[src/rtl/cordic_sched_pkg.sv]
// Shared types, constants and helpers for the round-robin cordic scheduler.
package cordic_sched_pkg;

  localparam int unsigned DATA_W_DEF = 32;
  // Watchdog width; TIMEOUT must fit in it.
  localparam int unsigned WDOG_W     = 16;

  typedef logic [1:0] state_t;

  localparam state_t ST_IDLE = 2'd0;
  localparam state_t ST_WAIT = 2'd1;
  localparam state_t ST_RESP = 2'd2;

  function automatic int unsigned idx_w(input int unsigned n);
    return (n > 1) ? $clog2(n) : 1;
  endfunction

endpackage

[src/rtl/cordic_rr_scheduler_if.sv]
// Requester-side and core-side bus of the cordic scheduler.
interface cordic_rr_scheduler_if #(
  parameter int unsigned NUM_REQ = 2,
  parameter int unsigned DATA_W  = 32
);
  logic [NUM_REQ-1:0]        req_start;
  logic [NUM_REQ*DATA_W-1:0] req_dataa;
  logic [NUM_REQ-1:0]        req_done;
  logic [DATA_W-1:0]         req_result;
  logic                      req_timeout;
  logic                      core_start;
  logic [DATA_W-1:0]         core_dataa;
  logic                      core_done;
  logic [DATA_W-1:0]         core_result;

  modport slave (
    input  req_start, req_dataa, core_done, core_result,
    output req_done, req_result, req_timeout, core_start, core_dataa
  );

  modport master (
    output req_start, req_dataa, core_done, core_result,
    input  req_done, req_result, req_timeout, core_start, core_dataa
  );
endinterface

[src/rtl/cordic_rr_scheduler_rr_picker.sv]
// Circular priority pick: first pending requester after last_i wins.
module rr_picker
  import cordic_sched_pkg::*;
#(
  parameter  int unsigned NUM_REQ = 2,
  localparam int unsigned IDX_W   = idx_w(NUM_REQ)
) (
  input  logic [NUM_REQ-1:0] pending_i,
  input  logic [IDX_W-1:0]   last_i,
  output logic [IDX_W-1:0]   grant_c_o,
  output logic               any_c_o
);

  // Scan farthest-first so the nearest pending requester overwrites last.
  always_comb begin
    grant_c_o = '0;
    any_c_o   = 1'b0;
    for (int unsigned k = NUM_REQ; k >= 1; k--) begin
      int unsigned idx;
      idx = (32'(last_i) + k) % NUM_REQ;
      if (pending_i[IDX_W'(idx)]) begin
        grant_c_o = IDX_W'(idx);
        any_c_o   = 1'b1;
      end
    end
  end

endmodule

[src/rtl/cordic_rr_scheduler.sv]
// Shares one cordic core among NUM_REQ requesters: latch, round-robin grant,
// watchdog-guarded operation and one-cycle completion pulse back.
module cordic_rr_scheduler
  import cordic_sched_pkg::*;
#(
  parameter int unsigned NUM_REQ = 2,
  parameter int unsigned DATA_W  = DATA_W_DEF,
  parameter int unsigned TIMEOUT = 64
) (
  input logic                  clock,
  input logic                  reset_n,
  input logic                  clk_en,
  cordic_rr_scheduler_if.slave bus
);

  localparam int unsigned IDX_W = idx_w(NUM_REQ);

  state_t               state_q, state_d;
  logic [NUM_REQ-1:0]   pending_q, pending_d, clr_c;
  logic [DATA_W-1:0]    opnd_q [NUM_REQ];
  logic [DATA_W-1:0]    opnd_d [NUM_REQ];
  logic [IDX_W-1:0]     last_q, last_d, grant_c;
  logic                 any_c;
  logic [WDOG_W-1:0]    wdog_q, wdog_d;
  logic [NUM_REQ-1:0]   done_q, done_d;
  logic [DATA_W-1:0]    result_q, result_d;
  logic [DATA_W-1:0]    dataa_q, dataa_d;
  logic                 timeout_q, timeout_d;
  logic                 start_q, start_d;

  rr_picker #(.NUM_REQ(NUM_REQ)) u_picker (
    .pending_i (pending_q),
    .last_i    (last_q),
    .grant_c_o (grant_c),
    .any_c_o   (any_c)
  );

  always_ff @(posedge clock) begin
    if (!reset_n) begin
      state_q   <= ST_IDLE;
      pending_q <= '0;
      opnd_q    <= '{default: '0};
      last_q    <= IDX_W'(NUM_REQ - 1);
      wdog_q    <= '0;
      done_q    <= '0;
      result_q  <= '0;
      dataa_q   <= '0;
      timeout_q <= 1'b0;
      start_q   <= 1'b0;
    end else if (clk_en) begin
      state_q   <= state_d;
      pending_q <= pending_d;
      opnd_q    <= opnd_d;
      last_q    <= last_d;
      wdog_q    <= wdog_d;
      done_q    <= done_d;
      result_q  <= result_d;
      dataa_q   <= dataa_d;
      timeout_q <= timeout_d;
      start_q   <= start_d;
    end
  end

  // last_q doubles as the current grant while an op is in flight.
  always_comb begin
    state_d   = state_q;
    pending_d = pending_q;
    opnd_d    = opnd_q;
    last_d    = last_q;
    wdog_d    = wdog_q;
    done_d    = done_q;
    result_d  = result_q;
    dataa_d   = dataa_q;
    timeout_d = timeout_q;
    start_d   = start_q;
    clr_c     = '0;

    case (state_q)
      ST_IDLE: begin
        if (any_c) begin
          dataa_d = opnd_q[grant_c];
          start_d = 1'b1;
          last_d  = grant_c;
          state_d = ST_WAIT;
        end
      end
      ST_WAIT: begin
        start_d = 1'b0;
        wdog_d  = wdog_q + WDOG_W'(1);
        if (bus.core_done) begin
          result_d      = bus.core_result;
          done_d        = NUM_REQ'(1) << last_q;
          timeout_d     = 1'b0;
          clr_c[last_q] = 1'b1;
          state_d       = ST_RESP;
        end else if (wdog_q == WDOG_W'(TIMEOUT - 1)) begin
          result_d      = '0;
          done_d        = NUM_REQ'(1) << last_q;
          timeout_d     = 1'b1;
          clr_c[last_q] = 1'b1;
          state_d       = ST_RESP;
        end
      end
      ST_RESP: begin
        done_d    = '0;
        timeout_d = 1'b0;
        wdog_d    = '0;
        state_d   = ST_IDLE;
      end
      default: state_d = ST_IDLE;
    endcase

    // A new start on the clearing edge re-arms the slot with the new operand.
    for (int unsigned i = 0; i < NUM_REQ; i++) begin
      if (bus.req_start[i] && (!pending_q[i] || clr_c[i])) begin
        pending_d[i] = 1'b1;
        opnd_d[i]    = bus.req_dataa[i*DATA_W +: DATA_W];
      end else if (clr_c[i]) begin
        pending_d[i] = 1'b0;
      end
    end
  end

  assign bus.req_done    = done_q;
  assign bus.req_result  = result_q;
  assign bus.req_timeout = timeout_q;
  assign bus.core_start  = start_q;
  assign bus.core_dataa  = dataa_q;

endmodule
[src/flat_wrapper.sv]
// flat-port wrapper written by rule: the top's interface ports become plain ports
module cordic_rr_scheduler_flat import cordic_sched_pkg::*;
#(
  parameter int unsigned NUM_REQ = 2,
  parameter int unsigned DATA_W  = DATA_W_DEF,
  parameter int unsigned TIMEOUT = 64
)
  (clock, reset_n, clk_en, bus_req_start, bus_req_dataa, bus_core_done, bus_core_result, bus_req_done, bus_req_result, bus_req_timeout, bus_core_start, bus_core_dataa);
  cordic_rr_scheduler_if #(.NUM_REQ(NUM_REQ), .DATA_W(DATA_W)) bus_i ();
  input logic clock;
  input logic reset_n;
  input logic clk_en;
  input wire logic [$bits(bus_i.req_start)-1:0] bus_req_start;
  input wire logic [$bits(bus_i.req_dataa)-1:0] bus_req_dataa;
  input wire logic [$bits(bus_i.core_done)-1:0] bus_core_done;
  input wire logic [$bits(bus_i.core_result)-1:0] bus_core_result;
  output wire logic [$bits(bus_i.req_done)-1:0] bus_req_done;
  output wire logic [$bits(bus_i.req_result)-1:0] bus_req_result;
  output wire logic [$bits(bus_i.req_timeout)-1:0] bus_req_timeout;
  output wire logic [$bits(bus_i.core_start)-1:0] bus_core_start;
  output wire logic [$bits(bus_i.core_dataa)-1:0] bus_core_dataa;
  assign bus_i.req_start = bus_req_start;
  assign bus_i.req_dataa = bus_req_dataa;
  assign bus_i.core_done = bus_core_done;
  assign bus_i.core_result = bus_core_result;
  assign bus_req_done = bus_i.req_done;
  assign bus_req_result = bus_i.req_result;
  assign bus_req_timeout = bus_i.req_timeout;
  assign bus_core_start = bus_i.core_start;
  assign bus_core_dataa = bus_i.core_dataa;
  cordic_rr_scheduler #(.NUM_REQ(NUM_REQ), .DATA_W(DATA_W), .TIMEOUT(TIMEOUT)) u_core (.clock(clock), .reset_n(reset_n), .clk_en(clk_en), .bus(bus_i));
endmodule
[config.mk]
export PLATFORM = sky130hd
export DESIGN_NAME = cordic_rr_scheduler_flat
export DESIGN_NICKNAME = d
export VERILOG_FILES = /design/src/rtl/cordic_sched_pkg.sv /design/src/rtl/cordic_rr_scheduler_if.sv /design/src/rtl/cordic_rr_scheduler_rr_picker.sv /design/src/rtl/cordic_rr_scheduler.sv /design/src/flat_wrapper.sv
export SDC_FILE = /design/constraint.sdc
export NUM_CORES = 1
export LEC_CHECK = 0
export CELL_PAD_IN_SITES_DETAIL_PLACEMENT = 0
export CELL_PAD_IN_SITES_GLOBAL_PLACEMENT = 1
export CORE_MARGIN = 2
export CORE_UTILIZATION = 35
export CTS_BUF_LIST = sky130_fd_sc_hd__clkbuf_4 sky130_fd_sc_hd__clkbuf_8
export CTS_CLUSTER_DIAMETER = 60
export DETAILED_ROUTE_END_ITERATION = 10
export GPL_ROUTABILITY_DRIVEN = 1
export PLACE_DENSITY_LB_ADDON = 0.1
export SETUP_SLACK_MARGIN = 0.1
export SLEW_MARGIN = 0
export SYNTH_ARGS = -nofsm -noshare
export SYNTH_HDL_FRONTEND = slang
export SYNTH_SLANG_ARGS = --single-unit
[constraint.sdc]
create_clock -name clock -period 2.5 [get_ports clock]
set_clock_uncertainty 0.15 [all_clocks]
set_input_delay 0.375 -clock clock [delete_from_list [all_inputs] [get_ports clock]]
set_output_delay 0.375 -clock clock [all_outputs]
set_load 0.01 [all_outputs]
==> results of run 1 <==
## cells by family (layout without fill, tap and decap cells)
group | count (synthesis) | in the layout | share of synthesized area
adders and majority gates | 6 | 6 | 0.01203
buffers and inverters | 53 | 218 | 0.03910
DFF | 153 | 153 | 0.4909
xor gates and xnor gates | 11 | 11 | 0.01544
AOI/OAI and AO/OA | 89 | 89 | 0.1273
and+or+nand+nor | 226 | 226 | 0.1516
muxes | 102 | 102 | 0.1636
## layout by cell type (no fill, tap or decap), types with 2 or more instances in the layout
master and count:
sky130_fd_sc_hd__nand2_1 180, sky130_fd_sc_hd__clkdlybuf4s50_1 168, sky130_fd_sc_hd__dfxtp_1 153, sky130_fd_sc_hd__mux2i_1 102
sky130_fd_sc_hd__o211a_1 32, sky130_fd_sc_hd__a22o_1 32, sky130_fd_sc_hd__clkbuf_8 17, sky130_fd_sc_hd__nor2_1 14
sky130_fd_sc_hd__xor2_1 10, sky130_fd_sc_hd__buf_4 10, sky130_fd_sc_hd__nand3_1 7, sky130_fd_sc_hd__nand4_1 7
sky130_fd_sc_hd__o21ai_0 6, sky130_fd_sc_hd__a21oi_1 6, sky130_fd_sc_hd__ha_1 6, sky130_fd_sc_hd__bufinv_16 5
sky130_fd_sc_hd__buf_12 5, sky130_fd_sc_hd__inv_1 4, sky130_fd_sc_hd__or3_1 4, sky130_fd_sc_hd__clkinv_2 4
sky130_fd_sc_hd__and4_1 3, sky130_fd_sc_hd__a21boi_0 3, sky130_fd_sc_hd__clkinvlp_4 3, sky130_fd_sc_hd__and3_1 2
## final timing paths
kind,cells after the start,end,from,slack [ps]
min,2,u_core.bus.core_dataa[13],reset_n,190
min reg2reg,2,u_core.opnd_q[59],u_core.opnd_q[59],310
max reg2reg,6,u_core.opnd_q[10],u_core.wdog_q[0],250
max,6,u_core.opnd_q[10],u_core.wdog_q[0],250
## per-stage QoR
| stage | std cells | total power (W) |
|---|---|---|
| floorplan | 640 | 0.003109 |
| global placement | 999 | 0.003528 |
| detailed placement | 999 | 0.003544 |
| CTS | 1030 | 0.005669 |
| global route | 1030 | 0.005853 |
| finish | 1030 | 0.005600 |
## power groups by stage
stage	logic [W]	registers [W]	clock network [W]
floorplan	0.000385	0.00272	0
global placement	0.000813	0.00272	0
detailed placement	0.000827	0.00272	0
CTS	0.000831	0.00266	0.00218
global route	0.000895	0.00268	0.00228
finish	0.000819	0.00266	0.00212
## sequential cells by signal, indices dropped and copies added (netlist names)
signal,cells
u_core.wdog_q,16
u_core.bus.core_dataa,32
u_core.bus.core_start,1
u_core.last_q,1
u_core.state_q,2
u_core.pending_q,2
u_core.bus.req_result,32
u_core.bus.req_done,2
u_core.opnd_q,64
u_core.bus.req_timeout,1
## per-layer routing
| metal | share of wire | routed length, um | GRT usage |
|---|---|---|---|
| met1 | 0.49 | 7625 | 0.2317 |
| met2 | 0.45 | 7028 | 0.2573 |
| met3 | 0.048 | 747 | 0.04268 |
| met4 | 0.018 | 277 | 0.06873 |
| met5 | 0 | 0 | 0 |
## area by class of cell
class | count | share of cell area
clock inverter | 13 | 0.02337
clock buffer | 18 | 0.02801
timing repair buffer | 183 | 0.2154
sequential | 153 | 0.3553
multi-input combinational | 434 | 0.3435
inverter | 4 | 0.001742
tap | 225 | 0.03266
==> metrics.log, run 1 <==
[metrics] status: finished clean
[metrics] largest net degree at the start of global routing: 101
[metrics] final weighted congestion in routability-driven placement: 0.7621
[metrics] clock buffer count from CTS: 17
[metrics] worst-path fanout max: 32
[metrics] Placement Rows: 48
[metrics] utilization after layout: 0.4967
[metrics] Post-synth EDFFs: 0
[metrics] data required time of the critical path: 2720 ps
[metrics] arrival time reported for the critical path endpoint: 2470 ps
[metrics] Mapped Cells: 640
[metrics] sequential share of power: 0.475
[metrics] Yosys warning total: 0
[metrics] startpoint type of the worst setup path: flop
[metrics] kind of end point of the critical path: flop
[metrics] share of synthesized area occupied by flip-flops and latches: 0.4909
[metrics] Peak VDD IR: 0.3191 mV
[metrics] critical path class: reg2reg
[metrics] cell accounting for the most synthesized area: sky130_fd_sc_hd__dfxtp_1
[metrics] Max-Cap Viols: 0
[metrics] CTS clock-pin slew for the worst setup and hold paths: 80 ps
[metrics] total number of nets in the final design: 901
[metrics] Reg area: 3063 sq um
[metrics] CP peak stage delay: 370 ps
[metrics] Net Count, Synth: 748
[metrics] portion of total power attributed to the clock network: 0.379
[metrics] number of I/O pins: 170
[metrics] actual slew at the worst max-slew pin: 537.4 ps
[metrics] number of nets still failing antenna checks after routing: 0
[metrics] Resized cells post-CTS: 0
[metrics] unrepaired setup endpoints after global routing: false
[metrics] DRC violation total after the first TritonRoute iteration: 243
[metrics] leading cell type by number of instances after synthesis: sky130_fd_sc_hd__nand2_1
[metrics] CP max stage cell: sky130_fd_sc_hd__dfxtp_1
[metrics] setup-violating endpoint count in the final report: 0
[metrics] effective utilization at floorplan: 0.3595
[metrics] leakage power summed over all cells: 3.527 nW
[metrics] combinational share of power: 0.146
[metrics] switching power total: 0.001387 W
[metrics] footprint of the multi-input gates: 2962 sq um
[metrics] layout filler cell count: 1623
[metrics] via count of the first global-routing pass: 4953
[metrics] width of the die: 137.5 um
[metrics] Congestion Overflow GR: 0
[metrics] post-CTS setup-driven buffer insertion count: 0
[metrics] Min Hold Slack: 190.2 ps
[metrics] Layout Cell Area excl Fill: 8621 sq um
[metrics] overall routed net length: 15680 um
[metrics] Routed wire per std cell: 15.22 um
[metrics] post-cts hold buffer count: 0
[metrics] switching share of total power: 0.2476
[metrics] pre-CTS setup slack: 167.9 ps
[metrics] wire length of the first global-routing pass: 24970 um
[metrics] worst rel slew slack: 0.6409
[metrics] final-report hold violation count: 0
[metrics] Tmin final: 2246 ps
[metrics] die extent in y: 137.5 um
[metrics] worst-path cell chain: ha_1 -> nor3b_1 -> a41oi_4 -> a211oi_4 -> buf_12 -> mux2i_1
[metrics] most numerous cell types in the synthesized netlist: 180 x sky130_fd_sc_hd__nand2_1, 153 x sky130_fd_sc_hd__dfxtp_1, 102 x sky130_fd_sc_hd__mux2i_1
[metrics] ratio of cells with drive above 1 in the final layout: 0.06708
[metrics] drc violations: 0
[metrics] ranking of synthesized cells by area: sky130_fd_sc_hd__dfxtp_1 49%, sky130_fd_sc_hd__mux2i_1 16%, sky130_fd_sc_hd__nand2_1 11%
[metrics] TritonCTS sink count: 153
[metrics] Clock H-tree levels: 4
[metrics] number of buffers and inverters on the critical path: 1
[metrics] Floorplan Core Area: 17360 sq um
[metrics] clock tree root driver cell: sky130_fd_sc_hd__clkbuf_8
[metrics] Top delay family on crit path: compound AO/OA/AOI/OAI gates
[metrics] input/output buffers: 169
[metrics] mean instance size in the synthesized netlist: 9.750 sq um
[metrics] count of distinct cell types in the synthesized netlist: 39
[metrics] placed wire-length estimate after detailed placement: 10670 um
[metrics] total standard cell area after synthesis: 6240 sq um
[metrics] maximum clock insertion buffer count: 2
[metrics] design internal power: 0.004213 W
[metrics] total power density per cell area: 649.6 nW/um^2
[metrics] highest clock rate: 445.3 MHz
[metrics] clk_lat worst skew: 450 ps
[metrics] All-Layer GR Usage: 0.1702
[metrics] Final period util: 0.8983
[metrics] Worst Hold Class: in2reg
[metrics] crit path setup slack, layout: 254.1 ps
[metrics] Die Area: 18910 sq um
[metrics] detailed-route vias per instance: 4.772
[metrics] area share of the largest cell type after synthesis: 0.4909
[metrics] drt first pass iters: 4
[metrics] fin. max-slew vios: 0
[metrics] Async SR Flop Fraction: 0
[metrics] dpl cell area: 8178 sq um
[metrics] CTS tree: yes
[metrics] initial antenna violation count: 0
[metrics] setup TNS after final layout: 0 ps
[metrics] most used flip-flop cell after synthesis: sky130_fd_sc_hd__dfxtp_1
[metrics] relative area change from synthesis to final layout: 38.16%
[metrics] diode insertion count for antenna repair: 0
[metrics] via count of the routed design: 4915
[metrics] flops & latches, synth: 153
Power figures use the tool's default switching activity.
==> inputs of run 2 (changes only) <==
--- a/config.mk
+++ b/config.mk
@@ -15,7 +15,7 @@
 export GPL_ROUTABILITY_DRIVEN = 1
 export PLACE_DENSITY_LB_ADDON = 0.1
 export SETUP_SLACK_MARGIN = 0.1
-export SLEW_MARGIN = 0
+export SLEW_MARGIN = 20
 export SYNTH_ARGS = -nofsm -noshare
 export SYNTH_HDL_FRONTEND = slang
 export SYNTH_SLANG_ARGS = --single-unit
==> results of run 2 <==
The final DEF is identical to that of run 1; final timing and power are the same.
==> inputs of run 3 (changes only) <==
--- a/config.mk
+++ b/config.mk
@@ -18,4 +18,5 @@
 export SLEW_MARGIN = 20
 export SYNTH_ARGS = -nofsm -noshare
 export SYNTH_HDL_FRONTEND = slang
+export SYNTH_HIERARCHICAL = 1
 export SYNTH_SLANG_ARGS = --single-unit
==> constraint.sdc (replaced) <==
create_clock -name clock -period 2.5 [get_ports clock]
set_clock_uncertainty 0.15 [all_clocks]
set_input_delay 0.375 -clock clock [delete_from_list [all_inputs] [get_ports clock]]
set_output_delay 0.375 -clock clock [all_outputs]
set_load 0.005 [all_outputs]
==> run 3 against run 2 <==
Net effect:
- worst hold slack worse by 9.3 ps
- critical path depth unchanged
- final area about the same
- global-route usage down 0.31 points
- area after synthesis down 0.12%
- power down 2.7%
- maximum frequency up 5.0%
- non-clock buffer count unchanged
- sequential cell count unchanged
- sequential power down 2%
- wire length down 0.33%
- sequential share of layout area about the same
- critical endpoint is now u_core/wdog_q[15]
- largest cell class unchanged
==> metrics.log, run 3 <==
[metrics] met1 wire length: 7142 um
[metrics] DRC violation total after the first TritonRoute iteration: 238
[metrics] relative area change from synthesis to final layout: 38.27%
[metrics] final weighted congestion in routability-driven placement: 0.7872
[metrics] critical path class: reg2reg
[metrics] Peak VDD IR: 0.3231 mV
[metrics] overall routed net length: 15630 um
[metrics] Mapped Cells: 652
[metrics] Max-Cap Viols: 0
[metrics] setup-violating endpoint count in the final report: 0
[metrics] CTS tree: yes
[metrics] placed wire-length estimate after detailed placement: 10620 um
[metrics] Async SR Flop Fraction: 0
[metrics] drc violations: 0
[metrics] amount of wire on met2 after detailed routing: 7182 um
[metrics] kind of end point of the critical path: flop
[metrics] CP max stage cell: sky130_fd_sc_hd__or3_1
[metrics] die extent in y: 137.4 um
[metrics] Layout Cell Area excl Fill: 8617 sq um
[metrics] CTS clock-pin slew for the worst setup and hold paths: 90 ps
[metrics] input/output buffers: 169
[metrics] clock buffer count from CTS: 17
[metrics] number of nets still failing antenna checks after routing: 0
[metrics] status: finished clean
[metrics] count of distinct cell types in the synthesized netlist: 42
[metrics] largest net degree at the start of global routing: 59
[metrics] Resized cells post-CTS: 0
[metrics] max FFs per register: 64
[metrics] actual slew at the worst max-slew pin: 557.3 ps
[metrics] ranking of synthesized cells by area: sky130_fd_sc_hd__dfxtp_1 49%, sky130_fd_sc_hd__mux2i_1 16%, sky130_fd_sc_hd__nand2_1 8.6%
[metrics] crit path setup slack, layout: 361.1 ps
[metrics] Worst Hold Class: in2reg
[metrics] startpoint type of the worst setup path: flop
[metrics] Yosys warning total: 6
[metrics] detailed-route vias per instance: 4.834
[metrics] data required time of the critical path: 2740 ps
[metrics] CP peak stage delay: 400 ps
[metrics] via count of the first global-routing pass: 4903
[metrics] total power density per cell area: 632.5 nW/um^2
[metrics] most common cell after layout, fill and taps aside: sky130_fd_sc_hd__clkdlybuf4s50_1
[metrics] area share of the largest cell type after synthesis: 0.4915
[metrics] total power after layout: 0.005450 W
[metrics] final-report hold violation count: 0
[metrics] most frequent cells in the layout: 168 x sky130_fd_sc_hd__clkdlybuf4s50_1, 153 x sky130_fd_sc_hd__dfxtp_1, 142 x sky130_fd_sc_hd__nand2_1
[metrics] total number of nets in the final design: 916
[metrics] width of the die: 137.4 um
[metrics] post-CTS setup-driven buffer insertion count: 0
[metrics] Routed wire per std cell: 14.93 um
[metrics] drt first pass iters: 4
[metrics] effective utilization at floorplan: 0.3591
[metrics] maximum clock insertion buffer count: 2
[metrics] clk_lat worst skew: 450 ps
[metrics] cell accounting for the most synthesized area: sky130_fd_sc_hd__dfxtp_1
[metrics] Placement Rows: 48
[metrics] Final period util: 0.8556
[metrics] Floorplan Core Area: 17360 sq um
[metrics] setup TNS after final layout: 0 ps
[metrics] post-cts hold buffer count: 0
[metrics] Min Hold Slack: 180.9 ps
[metrics] via count of the routed design: 5061
[metrics] number of I/O pins: 170
[metrics] Net Count, Synth: 759
[metrics] dpl cell area: 8164 sq um
[metrics] flops & latches, synth: 153
[metrics] arrival time reported for the critical path endpoint: 2380 ps
[metrics] leakage power summed over all cells: 3.425 nW
[metrics] Tmin final: 2139 ps
[metrics] uppermost layer routed: met4
[metrics] All-Layer GR Usage: 0.1670
[metrics] fin. max-slew vios: 0
[metrics] worst rel slew slack: 0.6285
[metrics] highest clock rate: 467.5 MHz
[metrics] initial antenna violation count: 0
[metrics] Clock H-tree levels: 4
[metrics] worst-path cell chain: inv_1 -> ha_1 -> and4_1 -> nand4_1 -> or3_1 -> a21oi_1
[metrics] wire length of the first global-routing pass: 24550 um
[metrics] most numerous cell types in the synthesized netlist: 153 x sky130_fd_sc_hd__dfxtp_1, 142 x sky130_fd_sc_hd__nand2_1, 97 x sky130_fd_sc_hd__mux2i_1
[metrics] Die Area: 18890 sq um
[metrics] clock tree root driver cell: sky130_fd_sc_hd__clkbuf_8
[metrics] unrepaired setup endpoints after global routing: false
[metrics] total standard cell area after synthesis: 6232 sq um
[metrics] leading cell type by number of instances after synthesis: sky130_fd_sc_hd__dfxtp_1
[metrics] mean instance size in the synthesized netlist: 9.559 sq um
[metrics] Congestion Overflow GR: 0
[metrics] pre-CTS setup slack: 217.0 ps
[metrics] share of synthesized area occupied by flip-flops and latches: 0.4915
[metrics] Post-synth EDFFs: 0
[metrics] TritonCTS sink count: 153
[metrics] most used flip-flop cell after synthesis: sky130_fd_sc_hd__dfxtp_1
[metrics] met3 WL post-DR: 1134 um
[metrics] diode insertion count for antenna repair: 0
[metrics] worst-path fanout max: 6
[metrics] Top reg by flops: u_core/opnd_q
[metrics] ratio of cells with drive above 1 in the final layout: 0.06934
run 3: logic make-up (layout without fill, tap and decap cells):
| family | count (synthesis) | count (layout) | share of synthesized area |
|---|---|---|---|
| buf+inv | 55 | 225 | 0.04176 |
| mux | 97 | 97 | 0.1558 |
| simple gates | 232 | 232 | 0.1608 |
| flops | 153 | 153 | 0.4915 |
| fa+ha+maj | 5 | 5 | 0.01004 |
| xor+xnor | 10 | 10 | 0.01405 |
| compound gates | 100 | 100 | 0.1261 |
run 3: path summary, 6_finish.rpt:
kind	from	to	slack (ps)	depth (start not counted)
hold / removal	reset_n	u_core/last_q	180	2
hold reg to reg	u_core/opnd_q[21]	u_core/opnd_q[21]	310	2
setup / recovery	u_core/state_q[0]	u_core/wdog_q[15]	360	6
setup reg to reg	u_core/state_q[0]	u_core/wdog_q[15]	360	6
run 3: layout make-up:
cell class,count,area [sq um]
tap,225,281.5
fill,1611,8740
multi-input combinational,444,2925
inverter,10,37.54
clock inverter,13,191.4
sequential,153,3063
clock buffer,19,261.5
timing repair buffer,183,1857
run 3: worst max-delay path: cells and delay by family (launching register included):
family / cells / cell delay, ps
and+or+nand+nor: 3 / 940
DFF: 1 / 390
adders and majority gates: 1 / 390
AOI/OAI and AO/OA: 1 / 140
buffers and inverters: 1 / 80
run 3: routing by layer:
metal | vias to the layer above | GRT usage
met1 | 2321 | 0.2110
li1 | 2586 | -
met5 | - | 0
met3 | 14 | 0.05004
met2 | 140 | 0.2731
met4 | 0 | 0.05326
run 3: report_power, final:
group	internal, W	switching [W]	total [W]
registers	0.00255	0.0000678	0.00262
clock network	0.00115	0.000965	0.00212
logic	0.000404	0.000311	0.000715
total	0.00411	0.00134	0.00545
run 3: metrics by stage:
stage | instances | util
2_1_floorplan | 652 | -
3_3_place_gp | 1015 | 0.4704
3_5_place_dp | 1015 | 0.4704
4_1_cts | 1047 | 0.4965
5_1_grt | 1047 | 0.4965
6_report | 1047 | 0.4965
